[src/rtl/ahb_pkg.sv]
// ---------------------------------------------------------------------------
// ahb_pkg
// Shared AHB-Lite definitions for the master bridge and its neighbours:
// transfer-type encoding, HSIZE/HBURST/HPROT constants, the pipeline stage
// record carried through the master's address and data stages, and the
// alignment rule used when the optional alignment check is compiled in.
// ---------------------------------------------------------------------------
package ahb_pkg;

    typedef enum logic [1:0] {
        IDLE   = 2'b00,
        BUSY   = 2'b01,
        NONSEQ = 2'b10,
        SEQ    = 2'b11
    } htrans_e;

    localparam logic [2:0] HSIZE_BYTE    = 3'b000;
    localparam logic [2:0] HSIZE_HALF    = 3'b001;
    localparam logic [2:0] HSIZE_WORD    = 3'b010;
    localparam logic [2:0] HBURST_SINGLE = 3'b000;
    localparam logic [3:0] HPROT_DEFAULT = 4'b0011;

    // Widest address/data the stage record can carry.
    localparam int STAGE_ADDR_W = 32;
    localparam int STAGE_DATA_W = 32;

    typedef struct packed {
        logic                    vld;
        logic                    write;
        logic [STAGE_ADDR_W-1:0] addr;
        logic [2:0]              size;
        logic [STAGE_DATA_W-1:0] wdata;
        logic                    misalign;
    } stage_t;

    // Error-response tracking: ERR1 is the registered first error cycle,
    // RETRY re-presents the address-phase command cancelled during ERR1.
    typedef enum logic [1:0] {
        NORMAL = 2'd0,
        ERR1   = 2'd1,
        RETRY  = 2'd2
    } err_state_e;

    function automatic logic is_misaligned(input logic [STAGE_ADDR_W-1:0] addr,
                                           input logic [2:0]              size);
        logic [STAGE_ADDR_W-1:0] mask;
        mask = (STAGE_ADDR_W'(1) << size) - STAGE_ADDR_W'(1);
        return (addr & mask) != '0;
    endfunction

endpackage

[src/rtl/ahb3lite_master.sv]
// ---------------------------------------------------------------------------
// ahb3lite_master
// Single-master AHB-Lite bridge. Local engines hand in single-beat read/write
// commands on a valid/ready port; the bridge drives pipelined address and
// data phases, honours HREADY wait states and two-cycle HRESP errors, and
// returns exactly one in-order response pulse per accepted command.
//
// Ports
//   HCLK, HRESET              bus clock, synchronous active-high reset
//   cmd_valid/cmd_ready       command handshake (cmd_ready combinational on HREADY)
//   cmd_write/addr/size/wdata command fields (size uses the HSIZE encoding)
//   rsp_valid/rsp_rdata/rsp_err  one-cycle response, no backpressure
//   HSEL HADDR HTRANS HWRITE HSIZE HBURST HPROT HWDATA  AHB-Lite master outputs
//   HREADY HRDATA HRESP       AHB-Lite fabric inputs
//
// Build option
//   AHBM_ALIGN_CHECK_EN  when defined, misaligned commands never reach the bus;
//                        they ride the pipeline as IDLE slots and complete
//                        with rsp_err=1 in order.
// ---------------------------------------------------------------------------
module ahb3lite_master
    import ahb_pkg::*;
#(
    parameter int          ADDR_W    = 16,
    parameter int          DATA_W    = 32,
    parameter logic [3:0]  HPROT_VAL = HPROT_DEFAULT
) (
    input  logic              HCLK,
    input  logic              HRESET,
    input  logic              cmd_valid,
    output logic              cmd_ready,
    input  logic              cmd_write,
    input  logic [ADDR_W-1:0] cmd_addr,
    input  logic [2:0]        cmd_size,
    input  logic [DATA_W-1:0] cmd_wdata,
    output logic              rsp_valid,
    output logic [DATA_W-1:0] rsp_rdata,
    output logic              rsp_err,
    output logic              HSEL,
    output logic [ADDR_W-1:0] HADDR,
    output logic [1:0]        HTRANS,
    output logic              HWRITE,
    output logic [2:0]        HSIZE,
    output logic [2:0]        HBURST,
    output logic [3:0]        HPROT,
    output logic [DATA_W-1:0] HWDATA,
    input  logic              HREADY,
    input  logic [DATA_W-1:0] HRDATA,
    input  logic              HRESP
);

    err_state_e        state, state_nxt;
    stage_t            a_stage;        // address phase
    stage_t            cmd_stage;      // incoming command as a stage record
    logic              d_vld;          // data phase
    logic              d_write;
    logic              d_misalign;
    logic [DATA_W-1:0] d_wdata;
    logic              accept;
    logic              a_on_bus;

    assign cmd_ready = HREADY && (state == NORMAL) && !HRESET;
    assign accept    = cmd_valid && cmd_ready;

    // NOTE: every signal written in an always_comb gets a default first, so
    // no path through the block can leave it unassigned and infer a latch.
    always_comb begin
        cmd_stage       = '0;
        cmd_stage.vld   = 1'b1;
        cmd_stage.write = cmd_write;
        cmd_stage.addr  = STAGE_ADDR_W'(cmd_addr);
        cmd_stage.size  = cmd_size;
        cmd_stage.wdata = cmd_wdata;
`ifdef AHBM_ALIGN_CHECK_EN
        cmd_stage.misalign = is_misaligned(STAGE_ADDR_W'(cmd_addr), cmd_size);
`else
        cmd_stage.misalign = 1'b0;
`endif
    end

    // During the second error cycle the pending address phase is withdrawn
    // (IDLE); misaligned slots never appear on the bus at all.
    assign a_on_bus = a_stage.vld && !a_stage.misalign && (state != ERR1);
    assign HTRANS   = a_on_bus ? NONSEQ : IDLE;
    assign HSEL     = a_on_bus;
    assign HADDR    = a_stage.addr[ADDR_W-1:0];
    assign HWRITE   = a_stage.write;
    assign HSIZE    = a_stage.size;
    assign HBURST   = HBURST_SINGLE;
    assign HPROT    = HPROT_VAL;
    assign HWDATA   = d_wdata;

    always_comb begin
        state_nxt = state;
        case (state)
            NORMAL: if (d_vld && !d_misalign && !HREADY && HRESP) state_nxt = ERR1;
            ERR1:   if (HREADY) state_nxt = a_stage.vld ? RETRY : NORMAL;
            RETRY:  if (HREADY) state_nxt = NORMAL;
            default:            state_nxt = NORMAL;
        endcase
    end

    // NOTE: sequential state uses non-blocking assignments so every register
    // samples the pre-edge values, independent of statement order.
    always_ff @(posedge HCLK) begin
        if (HRESET) begin
            state      <= NORMAL;
            a_stage    <= '0;
            d_vld      <= 1'b0;
            d_write    <= 1'b0;
            d_misalign <= 1'b0;
            d_wdata    <= '0;
            rsp_valid  <= 1'b0;
            rsp_err    <= 1'b0;
            rsp_rdata  <= '0;
        end else begin
            state     <= state_nxt;
            rsp_valid <= 1'b0;
            rsp_err   <= 1'b0;
            rsp_rdata <= '0;

            // Data-phase completion. In ERR1 the completion is an error even
            // if HRESP was dropped early; an unannounced HRESP=1 with HREADY=1
            // is also reported as an error.
            if (HREADY && d_vld) begin
                rsp_valid <= 1'b1;
                if (d_misalign || (state == ERR1) || HRESP) begin
                    rsp_err <= 1'b1;
                end else if (!d_write) begin
                    rsp_rdata <= HRDATA;
                end
            end

            if (HREADY) begin
                if (state == ERR1) begin
                    // The cancelled address-phase command stays in A for retry.
                    d_vld <= 1'b0;
                end else begin
                    d_vld      <= a_stage.vld;
                    d_write    <= a_stage.write;
                    d_misalign <= a_stage.misalign;
                    d_wdata    <= a_stage.wdata;
                    a_stage    <= accept ? cmd_stage : '0;
                end
            end
        end
    end

endmodule

[config.mk]
export PLATFORM = sky130hd
export DESIGN_NAME = ahb3lite_master
export DESIGN_NICKNAME = d
export VERILOG_FILES = /design/src/rtl/ahb_pkg.sv /design/src/rtl/ahb3lite_master.sv
export SDC_FILE = /design/constraint.sdc
export NUM_CORES = 1
export LEC_CHECK = 0
export ABC_AREA = 1
export CAP_MARGIN = 20
export CORE_MARGIN = 2
export CORE_UTILIZATION = 44
export DETAILED_ROUTE_END_ITERATION = 6
export DONT_BUFFER_PORTS = 1
export PLACE_DENSITY = 0.72
export SLEW_MARGIN = 20
export SYNTH_ARGS = -nofsm -noshare
export SYNTH_HDL_FRONTEND = slang
export SYNTH_SLANG_ARGS = --single-unit
[constraint.sdc]
create_clock -name HCLK -period 1 [get_ports HCLK]
set_input_delay 0.05 -clock HCLK [delete_from_list [all_inputs] [get_ports HCLK]]
set_output_delay 0.05 -clock HCLK [all_outputs]
set_load 0.05 [all_outputs]
After elaboration in Yosys (flattened, before gate mapping)
Cells that the tools add are included.
{"block": "word_totals", "ff_bits": 125, "latchBits": 0, "ramBits": 0, "mem_bits_ro": 0, "input_bits": 89, "out_inout_bits": 97, "word_cells": 52, "mem_count": 0}
{"block": "op_classes", "n_addsub": 0, "n_mul": 0, "div_mod_pow": 0, "order_cmp": 0, "eq_ne": 6, "shift": 0, "n_mux": 10, "n_bitwise": 2, "reduce_logical": 20}
{"operator": "2-to-1 mux 70 bit", "n": 1}
{"operator": "2-to-1 mux 2 bit", "n": 5}
{"operator": "logical AND 1 bit", "n": 9}
{"operator": "case mux 2 bit (3 select lines)", "n": 1}
{"operator": "logical NOT 1 bit", "n": 4}
{"operator": "!= test 2 x 1 -> 1 bit, second input constant", "n": 2}
{"operator": "!= test 2 bit, second input constant", "n": 2}
{"operator": "OR reduction 4 bit", "n": 1}
{"operator": "2-to-1 mux 1 bit", "n": 3}
{"operator": "AND reduction 3 bit", "n": 1}
{"operator": "equality test 2 x 1 -> 1 bit, second input constant", "n": 1}
{"operator": "equality test 2 bit, second input constant", "n": 1}
{"operator": "logical NOT 2 bit", "n": 1}
{"operator": "logical OR 1 bit", "n": 2}
{"operator": "inverter 1 bit", "n": 2}
{"operator": "AND reduction 2 bit", "n": 1}
{"operator": "OR reduction 2 bit", "n": 1}

Depth between registers and ports, before layout
Gate-level depths: netlist of the first run.
{"block": "logic_depth", "word_depth": 6, "depth_mapped": 7, "mapped_depth_nobuf": 6}

Worst setup path after synthesis of the first run
Ideal clock, no wire load.
{"block": "synth_timing", "kind": "input port to output port", "start": "input port HREADY", "end": "output port cmd_ready", "t_arrival_ns": 1.568, "t_required_ns": 0.950, "path_slack_ns": -0.618, "path_stages": 5, "n_path_buf": 1, "cell_sequence": "inv_1 nor2_4 buf_2 inv_1 nor3_1"}
{"block": "synth_between", "elab_chain_cells": 2}
{"item": "start, declared", "line_no": "ahb3lite_master.sv:47", "text": "input logic HREADY,"}
{"item": "logical AND 1 bit (2 in series)", "line_no": "ahb3lite_master.sv:62", "text": "assign cmd_ready = HREADY && (state == NORMAL) && !HRESET;"}
{"item": "end, declared", "line_no": "ahb3lite_master.sv:31", "text": "output logic cmd_ready,"}
Every way passes these cells.

Final worst setup path of the first run
{"block": "layout_timing", "start": "register state[1]", "end": "output port HTRANS[1]"}
{"block": "layout_between", "elab_chain_cells": 3}
{"item": "start, declared", "line_no": "ahb3lite_master.sv:52", "text": "err_state_e state, state_nxt;"}
{"item": "start signal, assigned", "line_no": "ahb3lite_master.sv:117", "text": "state <= state_nxt;"}
{"item": "!= test 2 x 1 -> 1 bit", "line_no": "ahb3lite_master.sv:83", "text": "assign a_on_bus = a_stage.vld && !a_stage.misalign && (state != ERR1);"}
{"item": "logical AND 1 bit", "line_no": "ahb3lite_master.sv:83"}
{"item": "named net HSEL", "line_no": "ahb3lite_master.sv:39", "text": "output logic HSEL,"}
{"item": "2-to-1 mux 2 bit", "line_no": "ahb3lite_master.sv:84", "text": "assign HTRANS = a_on_bus ? NONSEQ : IDLE;"}
{"item": "end, declared", "line_no": "ahb3lite_master.sv:41", "text": "output logic [1:0] HTRANS,"}
The timed path passes the listed nets, and every way through them passes these cells.

==> results of run 1 <==
[synthesized netlist by cell type]
master | count | area, um2
a21oi_1 | 55 | 275
nor2_2 | 1 | 6.26
nor2_1 | 102 | 383
nor3_1 | 1 | 5.00
o22ai_1 | 1 | 6.26
nor2_4 | 1 | 11.3
buf_4 | 36 | 270
inv_2 | 1 | 3.75
buf_6 | 1 | 11.3
o21ai_0 | 33 | 165
buf_1 | 2 | 7.51
clkbuf_1 | 14 | 52.6
dfxtp_1 | 123 | 2460
inv_1 | 39 | 146
nand4_1 | 53 | 332
conb_1 | 2 | 7.51
nand3_1 | 2 | 10.0
nand2_1 | 62 | 233
buf_2 | 15 | 75.1
nand2_2 | 1 | 6.26
[where the power goes]
group          total (W)  switching [W]  internal (W)
clock network    0.00659        0.00228       0.00431
registers        0.00508       0.000128       0.00496
logic            0.00172       0.000932      0.000785
[critical path: stages, from the launching register on]
cell and delay (ns):
dfxtp_4 0.36, inv_4 0.07, nand2_4 0.05, buf_6 0.11, nand2_4 0.06, clkinvlp_4 0.09
buf_12 0.17
[registers in the layout, summed over array words and instances, names as in the netlist]
name       cells
HWRITE         1
rsp_err        1
HADDR         16
d_vld          1
a_stage       33
d_write        1
rsp_valid      1
HWDATA        32
HSIZE          3
state          2
rsp_rdata     32
[repair_timing]
| action | in CTS | in global routing |
|---|---|---|
| buffers inserted | 27 | 17 |
| gates resized for setup | 283 | 109 |
| pin swaps | 13 | 33 |
| setup endpoints to repair | 208 | 210 |
| gates cloned | 11 | 8 |
| endpoints found under the hold margin | 123 | 71 |
[layout make-up]
cell class	count	area, um2	share of cell area [%]
Tap cell	133	166	2.15
Clock inverter	14	218	2.81
Clock buffer	18	418	5.40
Inverter	40	164	2.12
Timing Repair Buffer	167	2270	29.4
Sequential cell	123	2670	34.4
Multi-Input combinational cell	320	1840	23.7
[per-stage QoR]
stage	utilization (%)	cells
2_1_floorplan	-	551
3_3_place_gp	50.4	692
3_5_place_dp	50.4	692
4_1_cts	73.1	795
5_1_grt	78.9	815
6_report	78.9	815
[final timing paths]
check                                        startpoint                        to  cells after the start
worst max-delay path              state[1]$_SDFFE_PP0P_                 HTRANS[1]                      6
worst max register to register    state[1]$_SDFFE_PP0P_  a_stage[14]$_SDFFE_PP0P_                      8
worst min-delay path                             HRESET     state[0]$_SDFFE_PP0P_                      1
worst min register to register  a_stage[7]$_SDFFE_PP0P_   a_stage[7]$_SDFFE_PP0P_                      2
[cell families after synthesis]
group	Yosys count	synth area share, %
and+or+nand+nor	223	22.1
buffers and inverters	108	12.7
DFF	123	55.1
AOI/OAI and AO/OA	89	9.99
other	2	0.168
[layer usage]
metal / vias up / wire (um) / global-route usage, %
met1: 2084 / 6230 / 28.7
met3: 58 / 1200 / 7.11
met5: - / 0 / 0
met4: 0 / 649 / 12.8
li1: 2007 / - / -
met2: 243 / 8460 / 47.1
==> results.py, run 1 <==
metrics = {
    "outcome": {
        "outcome": "finished with violations",
        "failed_checks": "hold timing, setup timing",
    },
    "floorplan": {
        "io_pins": 186,
        "dieArea_mm2": 0.0110,
        "die_w_um": 105,
        "start_util_pct": 45.5,
        "die_y_um": 105,
        "coreArea_mm2": 0.00982,
        "rows": 36,
    },
    "detailed_routing": {
        "drtAntennaViolNets": 0,
        "routed_via_density": 5.39,
        "vias": 4392,
        "drc": 0,
        "dr.pass1.iters": 6,
        "wl_um": 16500,
        "drt_iter0_markers": 313,
        "wl_per_cell_um": 20.3,
    },
    "setup_path": {
        "crit_type": "flop to output pin",
        "worst_setup_path_end_kind": "output pin",
        "required_ns": 0.95,
        "cp-start-kind": "flop",
        "path_max_fanout": 3,
        "r2r_slack_ns": -0.43,
        "arrival_ns": 1.42,
    },
    "clock_tree": {
        "numCtsBuffers": 17,
        "postCtsHoldBufs": 34,
        "cts-htree-levels": 4,
        "cts_root_buf": "clkbuf_8",
        "clkLatencyLatePin_ns": 0.51,
        "clockBufferDepth": 2,
        "cts.clk_slew.worst_paths_ns": 0.06,
        "cts_tree": "done",
        "cts.sinks": 123,
    },
    "sta": {
        "finalSetupTns_ns": -40.59,
        "setup_slack_ns": -0.471,
        "slew_violations": 0,
        "rsz0062_at_grt": "yes",
        "period_needed_ns": 1.47,
        "hold_violations": 63,
        "clock_skew_ns": 0.0114,
        "fmax_mhz": 680,
        "fin_crit_sh_pct": 147,
        "holdWs_ns": -0.412,
        "setup_viol": 178,
    },
    "grt": {
        "grt_max_degree": 60,
        "overflow": 0,
        "antenna_found_initial": 0,
        "grt_pass1_wl_um": 22600,
        "grt_usage_pct": 26.4,
        "grt_pass1_vias": 4320,
    },
    "job": {
        "cap_viol_max_count": 0,
    },
    "hold_path": {
        "min-delay-path-class": "primary input to flop",
    },
    "layout": {
        "fin_area_mm2": 0.00774,
        "most-common-layout-cells": "67 x nor2_1, 53 x nand4_1, 52 x buf_8, 51 x nand2_1, 50 x dfxtp_2",
        "final_common_cell": "nor2_1",
        "area_growth_pct": 73.3,
        "final_nets": 758,
        "drive_gt1_share_pct": 51.0,
        "final.fill_count": 581,
        "antenna_cells": 0,
    },
    "synth": {
        "syn_area_per_cell_um2": 8.20,
        "ys_seq_area_share_pct": 55.1,
        "netlist_instances": 545,
        "syn-cell-area_mm2": 0.00447,
        "yosysWarnings": 0,
        "ys_ff_latch": 123,
        "ys_types": 20,
    },
    "placement": {
        "preCtsSetupSlack_ns": -0.187,
        "place.gp.congestion": 0.768,
        "hpwl_um": 6980,
        "portBuffers": 0,
        "dpl_cell_area_mm2": 0.00495,
    },
    "power": {
        "p_per_area_mw_per_mm2": 1730,
        "peakVddDrop_v": 0.00116,
        "p_leak_nw": 3.20,
        "total_power_w": 0.0134,
    },
}
Note: power is estimated with default switching activity, not from simulation.
==> run 2: changes to the inputs <==
--- a/config.mk
+++ b/config.mk
@@ -13,3 +13,3 @@
 export DONT_BUFFER_PORTS = 1
-export PLACE_DENSITY = 0.72
+export PLACE_DENSITY = 0.7
 export SLEW_MARGIN = 20
==> constraint.sdc (replaced) <==
create_clock -name HCLK -period 1.75 [get_ports HCLK]
set_input_delay 0.0875 -clock HCLK [delete_from_list [all_inputs] [get_ports HCLK]]
set_output_delay 0.0875 -clock HCLK [all_outputs]
set_load 0.005 [all_outputs]
==> results.py, run 2 (same netlist as run 1, synthesis figures left out) <==
metrics = {
    "outcome": {
        "outcome": "finished clean",
    },
    "layout": {
        "drive_gt1_share_pct": 7.81,
        "final.fill_count": 845,
        "regMostFlops": "a_stage",
        "final_core_util_pct": 61.8,
        "antenna_cells": 0,
        "area_growth_pct": 35.8,
        "final_nets": 703,
        "most-common-layout-cells": "123 x dfxtp_1, 102 x nor2_1, 98 x dlygate4sd3_1, 62 x nand2_1, 55 x a21oi_1",
        "final_common_cell": "dfxtp_1",
        "fin_area_mm2": 0.00607,
        "finalNonFillerCells": 760,
        "largest_reg_flops": 33,
    },
    "detailed_routing": {
        "drc": 0,
        "dr.pass1.iters": 5,
        "vias": 3853,
        "drt_iter0_markers": 230,
        "routed_via_density": 5.07,
        "drtAntennaViolNets": 0,
        "wl_um": 11700,
        "wl_per_cell_um": 15.4,
    },
    "setup_path": {
        "cp_slowest_cell": "dlygate4sd3_1",
        "arrival_ns": 2.07,
        "crit_chain": "dlygate4sd3_1 -> inv_1 -> nor2_4 -> buf_4 -> nand4_1 -> dlygate4sd3_1 -> a21oi_1",
        "critPathTopFamily": "buffers and inverters",
        "cp-startpoint": "HREADY",
        "required_ns": 2.18,
        "rr_startpoint": "state[0]$_SDFFE_PP0P_",
        "crit_type": "primary input to flop",
        "worstRegToRegCells": 4,
        "crit_cells": 7,
        "cp-start-kind": "primary input",
        "r2r-end": "a_stage[21]$_SDFFE_PP0P_",
        "worst_setup_path_end_kind": "flop",
        "path_max_fanout": 8,
        "cp_num_buf_inv": 4,
        "cpPeakStageDelay_ns": 0.64,
        "r2r_slack_ns": 0.13,
        "cpMostUsedCell": "dlygate4sd3_1",
    },
    "floorplan": {
        "start_util_pct": 45.5,
        "coreArea_mm2": 0.00982,
        "dieArea_mm2": 0.0110,
        "io_pins": 186,
        "die_y_um": 105,
        "rows": 36,
        "die_w_um": 105,
    },
    "grt": {
        "grt_pass1_vias": 3778,
        "overflow": 0,
        "grt_pass1_wl_um": 19000,
        "grt_max_degree": 58,
        "antenna_found_initial": 0,
        "grt_usage_pct": 22.0,
    },
    "sta": {
        "finalSetupTns_ns": 0,
        "fmax_mhz": 609,
        "fin_crit_sh_pct": 93.9,
        "setup_viol": 0,
        "hold_violations": 0,
        "period_needed_ns": 1.64,
        "rsz0062_at_grt": "no",
        "clock_skew_ns": 0.00705,
        "slew_violations": 0,
    },
    "placement": {
        "placedCellCount": 624,
        "place.gp.congestion": 0.778,
        "dpl_cell_area_mm2": 0.00436,
        "hpwl_um": 6650,
        "portBuffers": 0,
    },
    "clock_tree": {
        "cts_root_buf": "clkbuf_8",
        "clockBufferDepth": 2,
        "cts-htree-levels": 4,
        "cts_tree": "done",
        "numCtsBuffers": 17,
        "cts.clk_slew.worst_paths_ns": 0.06,
        "cts.sinks": 123,
        "clkLatencyLatePin_ns": 0.50,
    },
    "power": {
        "peakVddDrop_v": 0.000521,
        "p_per_area_mw_per_mm2": 1180,
        "p_leak_nw": 2.46,
    },
    "hold_path": {
        "hold_start": "HRDATA[15]",
        "hold_path_depth": 3,
        "min-delay-path-class": "primary input to flop",
        "hold_end": "rsp_rdata[15]$_SDFF_PP0_",
    },
    "job": {
        "cap_viol_max_count": 0,
    },
}
[run 2: cell types whose count changed in the layout (fill, tap and decap cells not counted), moves of 33 or more]
| cell | change |
|---|---|
| dfxtp_2 | -50 |
| dfxtp_1 | +88 |
| o21ai_0 | +33 |
| dlygate4sd3_1 | +64 |
| dfxtp_4 | -38 |
| nor2_1 | +35 |
| buf_8 | -52 |
[run 2: report_power, final]
part | internal [W] | switching (W)
clock | 0.00252 | 0.00120
sequential | 0.00288 | 0.0000549
combinational | 0.000239 | 0.000233
total | 0.00564 | 0.00149
[run 2: area by class of cell]
class                      instances  area (um2)  area share [%]
clock buffer                      20         445            7.34
clock inverter                    12         194            3.20
tap                              133         166            2.74
inverter                          40         150            2.47
multi-input combinational        320        1470            24.2
timing repair buffer             112        1180            19.5
sequential                       123        2460            40.6
[run 2: through the flow]
stage / setup WS [ns] / hold slack (ns) / power [W]
after floorplan: 0.626 / 0.181 / 0.00322
after global placement: 0.470 / 0.162 / 0.00322
after detailed placement: 0.420 / 0.164 / 0.00323
after CTS: 0.0108 / 0.223 / 0.00717
after global routing: 0.0159 / 0.227 / 0.00740
final: 0.108 / 0.248 / 0.00713
[run 2: per-layer routing]
metal | vias up | track usage (%) | wire [um]
li1 | 1884 | - | -
met1 | 1781 | 24.9 | 4680
met2 | 172 | 37.7 | 5880
met3 | 16 | 7.99 | 985
met4 | 0 | 8.19 | 184
met5 | - | 0 | 0
[run 2: worst min-delay path, cell delays in order]
cell,delay (ns)
dlygate4sd3_1,0.53
inv_1,0.05
nor2_1,0.04
[run 2: repair_timing]
action                                 4_1_cts  5_1_grt
hold buffers                               101        0
setup endpoints to repair                    0        1
gates resized for setup                      0        0
endpoints found under the hold margin       95        0
buffers inserted                             0        3
[run 2: worst max path at each step]
| stage | end |
|---|---|
| 3_3_place_gp | rsp_rdata[0]$_SDFF_PP0_ |
| 4_1_cts | cmd_ready |
| 6_report | a_stage[21]$_SDFFE_PP0P_ |
| 3_5_place_dp | HADDR[6]$_SDFFE_PP0P_ |
| 5_1_grt | cmd_ready |
| 2_1_floorplan | HADDR[0]$_SDFFE_PP0P_ |
==> run 3: changes to the inputs <==
- clock period: 1.75 -> 1.68 ns (I/O delays scaled with it)
==> results.py, run 3 (same netlist as run 1, synthesis figures left out) <==
metrics = {
    "floorplan": {
        "coreArea_mm2": 0.00982,
        "die_w_um": 105,
        "io_pins": 186,
        "die_y_um": 105,
        "dieArea_mm2": 0.0110,
        "start_util_pct": 45.5,
        "rows": 36,
    },
    "setup_path": {
        "cp_num_buf_inv": 3,
        "worst_setup_path_end_kind": "flop",
        "crit_type": "flop to flop",
        "crit_cells": 6,
        "cp-start-kind": "flop",
        "crit_chain": "nor2_4 -> buf_12 -> clkbuf_16 -> nand4_1 -> dlygate4sd3_1 -> a21oi_1",
        "cp_slowest_cell": "dlygate4sd3_1",
        "endpoint": "HSIZE[0]$_SDFFE_PP0P_",
        "cp-startpoint": "state[0]$_SDFFE_PP0P_",
        "worstRegToRegCells": 6,
        "cpPeakStageDelay_ns": 0.59,
        "path_max_fanout": 7,
        "rr_startpoint": "state[0]$_SDFFE_PP0P_",
        "r2r_slack_ns": 0.03,
        "critPathTopFamily": "buffers and inverters",
        "r2r-end": "HSIZE[0]$_SDFFE_PP0P_",
        "required_ns": 2.12,
        "arrival_ns": 2.09,
    },
    "power": {
        "p_per_area_mw_per_mm2": 1180,
        "p_leak_nw": 2.59,
        "peakVddDrop_v": 0.000564,
    },
    "detailed_routing": {
        "drc": 0,
        "wl_per_cell_um": 17.0,
        "dr.pass1.iters": 5,
        "vias": 4066,
        "wl_um": 13500,
        "drt_iter0_markers": 269,
        "drtAntennaViolNets": 0,
        "routed_via_density": 5.14,
    },
    "clock_tree": {
        "cts.sinks": 123,
        "cts.clk_slew.worst_paths_ns": 0.06,
        "cts_tree": "done",
        "cts-htree-levels": 4,
        "numCtsBuffers": 17,
        "clkLatencyLatePin_ns": 0.51,
        "clockBufferDepth": 2,
        "cts_root_buf": "clkbuf_8",
    },
    "sta": {
        "slew_violations": 0,
        "period_needed_ns": 1.65,
        "slew_headroom_pct": 59.5,
        "finalSetupTns_ns": 0,
        "holdWs_ns": 0.0310,
        "clock_skew_ns": 0.00978,
        "setup_viol": 0,
        "tightest_slew_ns": 0.607,
        "fmax_mhz": 607,
        "hold_violations": 0,
        "fin_crit_sh_pct": 98.1,
    },
    "placement": {
        "placedCellCount": 622,
        "portBuffers": 0,
        "place.gp.congestion": 0.786,
        "hpwl_um": 6590,
        "dpl_cell_area_mm2": 0.00434,
    },
    "layout": {
        "final_core_util_pct": 65.7,
        "finalNonFillerCells": 791,
        "fin_area_mm2": 0.00645,
        "most-common-layout-cells": "121 x dfxtp_1, 120 x dlygate4sd3_1, 102 x nor2_1, 62 x nand2_1, 55 x a21oi_1",
        "final_nets": 734,
        "final_common_cell": "dfxtp_1",
        "drive_gt1_share_pct": 9.12,
        "antenna_cells": 0,
        "area_growth_pct": 44.4,
        "regMostFlops": "a_stage",
        "largest_reg_flops": 33,
    },
    "hold_path": {
        "min-delay-path-class": "primary input to flop",
    },
    "grt": {
        "antenna_found_initial": 0,
        "grt_max_degree": 59,
        "grt_pass1_vias": 4007,
        "grt_pass1_wl_um": 19600,
        "overflow": 0,
        "grt_usage_pct": 23.0,
    },
    "outcome": {
        "outcome": "finished clean",
    },
    "job": {
        "cap_viol_max_count": 0,
    },
}
==> run 3: metal layers <==
metal,up-vias,track usage (%),wire (um)
met1,1886,23.2,5080
met3,30,8.67,1180
li1,1948,-,-
met2,202,41.7,6860
met5,-,0,0
met4,0,10.3,365
==> run 3: power by group <==
group	switching, W	internal, W
logic	0.000251	0.000263
clock network	0.00132	0.00271
registers	0.0000587	0.00300
total	0.00163	0.00597
==> run 3: worst min-delay path by stage <==
stage	from	end	slack [ns]	cells past startpoint
2_1_floorplan	HRESET	rsp_valid$_SDFF_PP0_	0.18	1
3_3_place_gp	HRESET	HWRITE$_SDFFE_PP0P_	0.16	1
3_5_place_dp	HRESET	HWRITE$_SDFFE_PP0P_	0.16	1
4_1_cts	HRESET	HWRITE$_SDFFE_PP0P_	0.01	3
5_1_grt	HRESET	a_stage[30]$_SDFFE_PP0P_	0.03	3
6_report	HRESET	state[0]$_SDFFE_PP0P_	0.03	3
==> run 3: metrics by stage <==
step                setup slack, ns  total power, W
floorplan                     0.556         0.00336
global placement              0.284         0.00334
detailed placement            0.198         0.00335
CTS                          0.0210         0.00765
global route               -0.00708         0.00788
finish                       0.0317         0.00761
==> run 3: tightest hold or removal path: cells and delay by family <==
kind	cells	cell delay, ns
compound gates	1	0.07
buf+inv	2	0.35
==> run 3: area by class of cell <==
cell class / instances / area [um2]
Clock buffer: 18 / 418
Clock inverter: 14 / 244
Fill cell: 755 / 3370
Inverter: 40 / 150
Multi-Input combinational cell: 320 / 1470
Sequential cell: 123 / 2460
Tap cell: 133 / 166
Timing Repair Buffer: 143 / 1540
==> run 3: what timing repair did <==
item | in CTS | in global routing
resized for setup | 0 | 2
hold buffers | 131 | 1
buffers inserted | 0 | 9
hold endpoints to repair | 95 | 3
endpoints found under the setup margin | 0 | 33
